==> src/rtl/bus_pkg.sv <==
// bus_pkg: subcycle and opcode constants shared by the bus master and its timing block
package bus_pkg;
  typedef enum logic [2:0] {
    A1 = 3'd0,
    A2 = 3'd1,
    A3 = 3'd2,
    M1 = 3'd3,
    M2 = 3'd4,
    X1 = 3'd5,
    X2 = 3'd6,
    X3 = 3'd7
  } subcycle_t;
  localparam logic [3:0] OPR_SRC = 4'h2;
  localparam logic [3:0] OPR_IO  = 4'hE;
endpackage

==> src/rtl/bus_timing.sv <==
// bus_timing: free-running 8-subcycle counter and sync marker at X3
import bus_pkg::*;
module bus_timing (
  input  logic      clock,
  input  logic      reset,
  output subcycle_t cycle,
  output logic      sync
);
  // subcycle counter wraps X3 -> A1, held at A1 by reset to stay aligned with the ROMs
  always_ff @(posedge clock)
    if (reset) cycle <= A1;
    else cycle <= subcycle_t'(cycle + 3'd1);
  assign sync = !reset && cycle == X3;
endmodule

==> src/rtl/bus_master.sv <==
// bus_master: nibble-bus instruction fetch master; BUS_MASTER_TRACE_EN adds fetch trace outputs
import bus_pkg::*;
module bus_master (
  input  logic        clock,
  input  logic        reset,
  input  logic [3:0]  data_i,
  output logic [3:0]  data_o,
  output logic        data_en,
  output logic        sync,
  output logic        cmd,
  input  logic        jump_valid,
  input  logic [11:0] jump_addr,
  input  logic [3:0]  x2_data,
  output logic        instr_valid,
  output logic [7:0]  instr,
  output logic [11:0] instr_pc
`ifdef BUS_MASTER_TRACE_EN
  ,
  output logic [15:0] trace_count,
  output logic [11:0] trace_last_pc
`endif
);
  subcycle_t   cycle;
  logic [11:0] pc;
  logic [3:0]  opr, opa, x2;
  logic        src, io, drive_x2;
  bus_timing timing (
    .clock(clock),
    .reset(reset),
    .cycle(cycle),
    .sync (sync)
  );
  assign src      = opr == OPR_SRC && opa[0];
  assign io       = opr == OPR_IO;
  assign instr    = {opr, opa};
  assign instr_pc = pc;
  // opcode capture in M1/M2, x2 nibble at end of X1, pc advance or jump at end of X3
  always_ff @(posedge clock)
    if (reset) begin
      pc  <= 12'h000;
      opr <= 4'h0;
      opa <= 4'h0;
      x2  <= 4'h0;
    end else begin
      if (cycle == M1) opr <= data_i;
      if (cycle == M2) opa <= data_i;
      if (cycle == X1) x2 <= x2_data;
      if (cycle == X3) pc <= jump_valid ? jump_addr : pc + 12'd1;
    end
  // bus drive, command strobe and instruction pulse decoded from the subcycle; reset forces idle
  always_comb begin
    drive_x2    = cycle == X2 && (src || io);
    data_en     = !reset && (cycle inside {A1, A2, A3} || drive_x2);
    data_o      = !data_en ? 4'h0 : cycle == A1 ? pc[3:0] : cycle == A2 ? pc[7:4] : cycle == A3 ? pc[11:8] : x2;
    cmd         = reset || !((cycle == M2 && io) || (cycle == X2 && src));
    instr_valid = !reset && cycle == X1;
  end
`ifdef BUS_MASTER_TRACE_EN
  // count delivered instructions and remember where the latest one came from
  always_ff @(posedge clock)
    if (reset) begin
      trace_count   <= 16'h0000;
      trace_last_pc <= 12'h000;
    end else if (instr_valid) begin
      trace_count   <= trace_count + 16'd1;
      trace_last_pc <= pc;
    end
`endif
endmodule

==> config.mk <==
export PLATFORM = sky130hd
export DESIGN_NAME = bus_master
export DESIGN_NICKNAME = d
export VERILOG_FILES = /design/src/rtl/bus_pkg.sv /design/src/rtl/bus_timing.sv /design/src/rtl/bus_master.sv
export SDC_FILE = /design/constraint.sdc
export NUM_CORES = 1
export LEC_CHECK = 0
export BUFFER_PORTS_ARGS = -buffer_cell sky130_fd_sc_hd__buf_4
export CAP_MARGIN = 20
export CORE_MARGIN = 2
export CORE_UTILIZATION = 47
export CTS_BUF_LIST = sky130_fd_sc_hd__clkbuf_4 sky130_fd_sc_hd__clkbuf_8
export CTS_CLUSTER_SIZE = 12
export DETAILED_ROUTE_END_ITERATION = 16
export PLACE_DENSITY_LB_ADDON = 0.05
export RECOVER_POWER = 25
export REMOVE_ABC_BUFFERS = 1
export SLEW_MARGIN = 20
export SYNTH_ARGS = -nofsm -noshare
export SYNTH_HDL_FRONTEND = slang
export SYNTH_SLANG_ARGS = --single-unit
==> constraint.sdc <==
create_clock -name clock -period 1.65 [get_ports clock]
set_clock_uncertainty 0.1 [all_clocks]
set_input_delay 0.0825 -clock clock [delete_from_list [all_inputs] [get_ports clock]]
set_output_delay 0.0825 -clock clock [all_outputs]
set_load 0.01 [all_outputs]
## Yosys cells after proc, flatten, opt, wreduce, memory -nomap -nowiden

Cells that the tools add are included.

| word-level totals | value |
|---|---|
| bits in registers | 27 |
| input port bits | 23 |
| output and inout port bits | 28 |
| word-level logic and storage cells | 36 |

| operators by class | value |
|---|---|
| add/sub/neg operators | 2 |
| eq/ne operators | 9 |
| muxes and demuxes | 5 |
| reductions and logical operators | 15 |

Operators by type and width:

| kind | number |
|---|---|
| two-way mux 4 bit | 4 |
| adder 12 x 1 -> 12 bit, second input constant | 1 |
| == test 3 bit, second input constant | 4 |
| two-way mux 12 bit | 1 |
| logical AND 1 bit | 7 |
| == test 3 x 2 -> 1 bit, second input constant | 2 |
| == test 4 x 2 -> 1 bit, second input constant | 1 |
| == test 4 bit, second input constant | 1 |
| logical OR 1 bit | 4 |
| adder 3 x 1 -> 3 bit, second input constant | 1 |
| == test 3 x 1 -> 1 bit, second input constant | 1 |
| zero test 3 bit | 1 |
| nonzero test 3 bit | 1 |
| zero test 1 bit | 2 |

## Longest topological paths before layout

Gate-level depths: netlist of the first run.

| depth | value |
|---|---|
| depth in word-level cells | 7 |
| depth in mapped cells | 7 |
| mapped depth without buffers | 6 |

## By module

From an unflattened synthesis of the first run, not the netlist that was laid out.

| unflattened totals | value |
|---|---|
| cells, all modules | 185 |
| area total of the unflattened synthesis | 1596.5 sq um |

By module, submodules not included:

| module | instances | cells an instance | area each (sq um) | seq. area each (sq um) |
|---|---|---|---|---|
| bus_master | 1 | 176 | 1488.9 | 480.5 |
| bus_timing | 1 | 9 | 107.6 | 60.1 |

## Worst setup path after synthesis of the first run

No wires, ideal clock.

| path | value |
|---|---|
| kind | register to output |
| start point | register timing.cycle[0] |
| end point | output data_o[0] |
| arrival time | 1.556 ns |
| required time | 1.467 ns |
| path slack | -0.088 ns |
| stages on the path, launching flop included | 7 |
| buffers on the path | 1 |
| cell sequence | dfxtp_1 > inv_1 > ha_1 > buf_6 > o21ai_0 > a22oi_1 > a211oi_1 |

| between the ends | value |
|---|---|
| longest elaborated chain between the ends | 5 |
| elaborated cells on any way between the ends | 12 |
| classes of those cells | 3 x eq/ne; 4 x mux; 5 x reduce/logical |

RTL lines:

| item | line | text |
|---|---|---|
| start: declaration | bus_timing.sv:6 | `output subcycle_t cycle,` |
| start signal: assignment | bus_timing.sv:12 | `else cycle <= subcycle_t'(cycle + 3'd1);` |
| == test 3 x 2 -> 1 bit, or another cell as far along | bus_master.sv:53, bus_master.sv:54 |  |
| two-way mux 4 bit, or another cell as far along | bus_master.sv:54 | `data_o = !data_en ? 4'h0 : cycle == A1 ? pc[3:0] : cycle == A2 ? pc[7:4] : cycle == A3 ? pc[11:8] : x2;` |
| two-way mux 4 bit / logical OR 1 bit (equally long branches) | bus_master.sv:54, bus_master.sv:53 |  |
| two-way mux 4 bit / logical AND 1 bit (equally long branches) | bus_master.sv:54, bus_master.sv:53 |  |
| two-way mux 4 bit (*) | bus_master.sv:54 |  |
| end: declaration | bus_master.sv:7 | `output logic [3:0] data_o,` |

Mark *: on every way between the ends. The rest lies on a longest branch, timed or not.

## Worst setup path in the final report of the first run

| path | value |
|---|---|
| start point | register timing.cycle[0] |
| end point | output data_o[1] |

The elaborated chain is that of the path after synthesis.

==> key figures, run 1 <==
Worst setup path
  • Most used cell, CP: buf_4
  • Reg2reg start: timing.cycle[0]
  • Kind of critical path: reg -> out
  • Largest fanout on the critical path: 5
  • Slowest cell delay on critical path: 0.38 ns
  • R2R Path End: instr_pc[9]
  • CP required: 1.47 ns
  • Crit path max-delay family: compound AO/OA/AOI/OAI gates
  • Slowest cell on the critical path: o31ai_4
  • R2r worst-path depth: 10
  • Worst setup SP type: flop
  • CP endpoint kind: output port
  • Flop-to-flop setup slack: -0.16 ns
  • CP Cell Sequence: inv_2 -> ha_4 -> buf_4 -> o21a_1 -> o31ai_4 -> a211oi_1 -> buf_4
  • WP buf/inv: 3
  • Worst Path Arrival: 1.88 ns
  • Worst path depth: 7

Placement
  • Placement Setup Slack: -0.1131 ns
  • Input/output buffers: 50
  • HPWL Detailed: 3209 µm
  • Placer Congestion: 0.8435

Synthesis
  • Ys flop type: dfxtp_1
  • Dominant cell type by area after synthesis: dfxtp_1
  • Post-synth top area share: 34.42%
  • Number of synthesis warnings: 0
  • Post-synthesis sequential area ratio: 34.42%
  • Yosys cell types: 38
  • Post-synthesis cell count: 200
  • Mapped Area: 1570 µm²
  • Syn_area_per_cell: 7.851 µm²
  • Synth area leaders: dfxtp_1 34%, nand2_1 7.9%, ha_1 5.6%, nor2_1 5.3%, mux2i_1 5.1%
  • Post-synth EDFFs: 0
  • Post-synthesis register bit count: 27
  • Ys async rst share: 0%

Timing
  • Tcrit/Tclk final: 124.7%
  • Final hold violations: 0
  • Slew Viols, Final: 0
  • Fmax achieved: 486.0 MHz
  • Worst rel slew slack: 64.95%
  • Total Neg Setup Slack: -3.406 ns
  • Worst setup margin: -0.4078 ns
  • Least-Margin Pin Slew: 0.5241 ns
  • RSZ-0062 raised after global routing: yes
  • Finish-stage setup viols: 18
  • Final min period: 2.058 ns

Floorplan
  • Initial Util: 50.20%
  • Die ar.: 3819 µm²
  • Die Y: 61.80 µm
  • # IOs: 51
  • Num rows: 20
  • Core Region: 3128 µm²
  • Chip Width: 61.80 µm

Finish
  • Multi-input logic area: 1170 µm²
  • Nets: 321
  • Layout area overhead: 70.76%
  • Util after Layout: 85.72%
  • N_diodes: 0
  • Fillers: 166
  • FF+latch area: 545.5 µm²
  • Most frequent cells in the layout: 71 x buf_4, 29 x nand2_1, 25 x dfxtp_1, 20 x nor2_1, 15 x dlygate4sd3_1
  • Commonest non-fill, non-tap cell in the layout: buf_4
  • Share of cells above drive strength 1: 45.17%

Route
  • DRC viols: 0
  • Starting DRT DRC Count: 129
  • DRT antenna net count: 0
  • Routed length per instance: 17.07 µm
  • Vias per cell: 5.704
  • Drt pass-1 iters: 4
  • Routed WL: 5703 µm
  • DR vias: 1905

Clocking
  • Num CTS Buffers: 3
  • H-tree levels: 1
  • Clock Path Buffers: 2
  • Clk sinks: 27
  • CTS tree: done
  • Worst skew pair latency: 0.33 ns
  • Clock transition at path regs: 0.16 ns
  • CTS Root Buffer Type: clkbuf_4

Global route
  • Antenna violations before repair: 0
  • Vias in the first global route: 1755
  • Grt ovf: 0
  • Total track usage: 27.63%
  • Global-route wire length before repair: 7810 µm
  • Largest net degree at the start of global routing: 27

Flow run
  • Max Cap Viol: 0

Worst hold path
  • HP Class: in -> reg
  • Worst Hold End: instr_pc[4]
  • Critical hold path startpoint: jump_addr[4]
  • Hold Path Depth: 5

Outcome
  • Failing checks: setup timing
  • Outcome: finished, violations left

Power
  • Leak: 1.035 nW
  • Worst vdd ir: 0.4390 mV
  • P per Cell Area: 517.9 nW/µm²
-- Yosys cell counts (2+ instances only) --
master and n:
nand3_2 2, mux2i_1 8, nand3_1 10, nor3_1 2, nor2b_1 5, o221ai_1 2
dfxtp_1 27, a21oi_1 13, o31ai_1 3, nor2_1 22, nand2_1 33, clkbuf_1 8
a21bo_2 2, a31oi_1 3, nand4b_1 2, ha_1 7, a211oi_1 7, o21ai_0 11
nand3b_1 2, a22oi_1 7, inv_1 6, nand2b_1 2
-- timing repair --
action | CTS | global route
hold endpoints to repair | 23 | 0
pin swaps | 4 | 13
hold buffers | 15 | 0
setup buffers | 4 | 10
endpoints found under the setup margin | 12 | 26
gates cloned | 0 | 1
gates resized for setup | 11 | 54
-- state kept, by name, indices dropped and copies added, names as in the netlist --
signal and cells:
x2 4, instr_pc 12, opr 4, timing.cycle 3, opa 4
-- layout make-up --
cell class / instances / area share [%]
sequential: 27 / 20.35
inverter: 8 / 1.120
multi-input combinational: 154 / 43.63
timing repair buffer: 97 / 31.73
clock buffer: 4 / 1.120
tap: 44 / 2.053
-- tightest hold or removal path, cell delays in order --
cell	delay, ns
buf_4	0.08
nand2_1	0.04
o31ai_1	0.07
a22oi_2	0.08
nor2_1	0.08
-- where the power goes --
group          total (mW)  switching, mW  internal (mW)  leakage, nW
Combinational       0.384          0.186          0.197        0.797
Clock               0.320          0.209          0.111       0.0184
Sequential          0.685         0.0175          0.668        0.219
-- cells by family after synthesis --
kind of cell,after synthesis,synth area share [%]
fa+ha+maj,7,5.577
flops,27,34.42
compound gates,54,23.67
simple gates,85,25.90
buf+inv,19,5.338
mux,8,5.100
-- metal layers --
layer	GRT usage, %	part of all wire [%]	vias up
met2	51.13	53	83
met4	9.119	2.1	0
met1	32.36	39	911
li1	-	-	895
met5	0	0	-
met3	4.141	5.8	16
-- how the worst max path moves through the flow --
stage / startpoint / to
after floorplan: timing.cycle[2] / instr_pc[3]
after global placement: timing.cycle[0] / data_o[2]
after detailed placement: timing.cycle[0] / data_o[3]
after CTS: timing.cycle[0] / data_o[3]
after global routing: timing.cycle[0] / data_o[0]
final: timing.cycle[0] / data_o[1]
-- metrics by stage --
stage	total power [mW]	std cells	hold WS (ns)	cell area, µm²
after floorplan	0.8022	189	0.04715	1516
after CTS	1.312	323	0.003398	2337
after global routing	1.451	334	0.01432	2681
final	1.389	334	0.02018	2681
after global placement	0.9436	300	0.2303	2087
after detailed placement	0.9509	300	0.2502	2087
(Power assumes the default switching activity.)
==> inputs of run 2 (changes only) <==
Settings changed: CORE_MARGIN 2 to not set, GPL_TIMING_DRIVEN set to 0, SETUP_SLACK_MARGIN set to 0.2.
==> key figures, run 2 (same netlist as run 1, synthesis figures left out) <==
Global route
  • Global-route wire length before repair: 7010 µm (-10%)
  • Total track usage: 25.44% (-2.2 points)
  • Antenna violations before repair: 0 (unchanged)
  • Largest net degree at the start of global routing: 28 (+3.7%)
  • Grt ovf: 0 (unchanged)
  • Vias in the first global route: 1597 (-9.0%)

Route
  • DRC viols: 0 (unchanged)
  • Routed WL: 4592 µm (-19%)
  • Starting DRT DRC Count: 191 (+48%)
  • Met2 routed WL: 2288 µm (-24%)
  • DRT antenna net count: 0 (unchanged)
  • Max layer used: met4
  • Vias per cell: 5.571 (-2.3%)
  • DR vias: 1727 (-9.3%)
  • Routed length per instance: 14.81 µm (-13%)
  • Drt pass-1 iters: 4 (unchanged)
  • Met1 Wirelength: 1974 µm (-12%)
  • Routed wl met3: 241 µm (-27%)

Timing
  • RSZ-0062 raised after global routing: yes
  • Worst rel slew slack: 74.86% (+9.9 points)
  • Hold slack: -0.0006124 ns (-0.02080 ns)
  • Slew Viols, Final: 0 (unchanged)
  • Final min period: 2.070 ns (+0.01194 ns)
  • Tcrit/Tclk final: 125.4% (+0.72 points)
  • Final hold violations: 2 (+2)
  • Fmax achieved: 483.2 MHz (-0.58%)
  • Worst setup margin: -0.4197 ns (-0.01194 ns)
  • Finish-stage setup viols: 8 (-10)
  • Least-Margin Pin Slew: 0.3772 ns (-0.1469 ns)

Finish
  • N_diodes: 0 (unchanged)
  • Fillers: 231 (+39%)
  • Final Non-Filler Cells: 310 (-7.2%)
  • Largest register FFs: 12 (unchanged)
  • Commonest non-fill, non-tap cell in the layout: buf_4
  • Final Instance Area: 2406 µm² (-10%)
  • Nets: 297 (-7.5%)
  • Layout area overhead: 53.23%
  • Most frequent cells in the layout: 53 x buf_4, 30 x nand2_1, 22 x nor2_1, 17 x dfxtp_1, 16 x dlygate4sd3_1
  • Share of cells above drive strength 1: 39.10% (-6.1 points)

Worst setup path
  • CP required: 1.47 ns (about the same)
  • Worst Path Arrival: 1.89 ns (about the same)
  • Slowest cell delay on critical path: 0.36 ns (-0.02 ns)
  • Slowest cell on the critical path: dfxtp_2
  • Kind of critical path: reg -> out
  • Largest fanout on the critical path: 5 (unchanged)
  • CP Cell Sequence: inv_2 -> ha_4 -> nand4b_1 -> nor4b_4 -> o31ai_4 -> a211oi_2 -> buf_4
  • Worst setup SP type: flop
  • CP endpoint kind: output port

Floorplan
  • Core Region: 3103 µm² (-0.80%)
  • Num rows: 20 (unchanged)
  • # IOs: 51 (unchanged)
  • Die ar.: 3576 µm² (-6.4%)
  • Die Y: 59.80 µm (-3.2%)
  • Initial Util: 50.60% (+0.40 points)
  • Chip Width: 59.80 µm (-3.2%)

Power
  • Comb pwr share: 23.5% (-4.1 points)
  • Switching Fraction: 29.45% (-0.26 points)
  • Worst vdd ir: 0.4570 mV (+4.1%)
  • Design Power: 1.312 mW (-5.5%)
  • Share of total power in the clock network: 24.5% (+1.5 points)
  • Sequential Power Share: 52.0% (+2.7 points)
  • Leak: 0.8695 nW (-16%)
  • Power Internal: 0.9256 mW (-5.2%)
  • P per Cell Area: 545.3 nW/µm² (+5.3%)
  • Net Sw Power: 0.3864 mW (-6.3%)

Placement
  • HPWL Detailed: 2910 µm (-9.3%)
  • Input/output buffers: 50 (unchanged)
  • Placed cell count: 283 (-5.7%)
  • Placer Congestion: 0.9327 (+11%)
  • Placement Setup Slack: -0.4937 ns (-0.3806 ns)
  • DP Area: 1947 µm² (-6.7%)

Clocking
  • CTS tree: done
  • Clock Path Buffers: 2 (unchanged)
  • H-tree levels: 1 (unchanged)
  • Clock transition at path regs: 0.16 ns (about the same)
  • Worst skew pair latency: 0.34 ns (about the same)
  • Clk sinks: 27 (unchanged)
  • CTS Root Buffer Type: clkbuf_4
  • Num CTS Buffers: 3 (unchanged)

Flow run
  • Max Cap Viol: 0 (unchanged)

Outcome
  • Failing checks: hold timing, setup timing
  • Outcome: finished, violations left

Worst hold path
  • HP Class: in -> reg
==> run 2: cell count changes in the layout (fill, tap and decap cells not counted), sizes merged <==
cell         change
clkbuf           -1
dlygate4sd3      +1
buf             -24
==> run 2: through the flow <==
stage / setup TNS, ns / hold slack, ns / util [%]
5_1_grt: -2.964 / 0.01503 / 77.54
3_3_place_gp: -5.626 / 0.2274 / 62.74
2_1_floorplan: -0.7879 / 0.04715 / -
3_5_place_dp: -6.461 / 0.2409 / 62.74
4_1_cts: -3.341 / 0.0009949 / 71.61
6_report: -2.266 / -0.0006124 / 77.54
==> run 2: worst paths after layout <==
check / from / endpoint / slack (ns) / depth (start not counted)
setup / recovery: timing.cycle[0] / data_o[2] / -0.42 / 7
hold / removal: reset / opr[3] / -0.0006 / 2
setup reg to reg: timing.cycle[0] / instr_pc[3] / 0.03 / 7
hold reg to reg: opa[1] / opa[1] / 0.38 / 2
==> run 2: layout make-up <==
| class | count | area, µm² | share of cell area (%) |
|---|---|---|---|
| flip-flops and latches | 27 | 570.5 | 23.71 |
| well taps | 44 | 55.05 | 2.288 |
| repair buffers | 73 | 615.6 | 25.58 |
| multi-input cells | 154 | 1105 | 45.92 |
| clock buffers | 4 | 30.03 | 1.248 |
| inverters | 8 | 30.03 | 1.248 |
==> run 2: repair_timing <==
action / 4_1_cts / 5_1_grt
endpoints found under the setup margin: 28 / 28
resized for setup: 17 / 42
buffers inserted: 2 / 5
hold buffers: 16 / 0
pin swaps: 6 / 11
hold endpoints to repair: 20 / 0
==> run 2: power groups by stage <==
stage	Combinational [mW]	Sequential [mW]	Clock, mW
6_report	0.308	0.682	0.322
3_3_place_gp	0.211	0.698	0
4_1_cts	0.276	0.688	0.317
3_5_place_dp	0.216	0.700	0
5_1_grt	0.331	0.685	0.349
2_1_floorplan	0.105	0.698	0
==> run 2: routing by layer <==
| metal | up-vias | global-route usage [%] |
|---|---|---|
| met5 | - | 0 |
| met3 | 11 | 2.814 |
| met2 | 64 | 46.19 |
| met1 | 807 | 30.68 |
| met4 | 0 | 8.970 |
| li1 | 845 | - |
==> run 2: critical path: cells and delay by family (launching register included) <==
kind,cells,cell delay [ns]
buf+inv,2,0.23
fa+ha+maj,1,0.14
flops,1,0.36
compound gates,2,0.34
simple gates,2,0.48
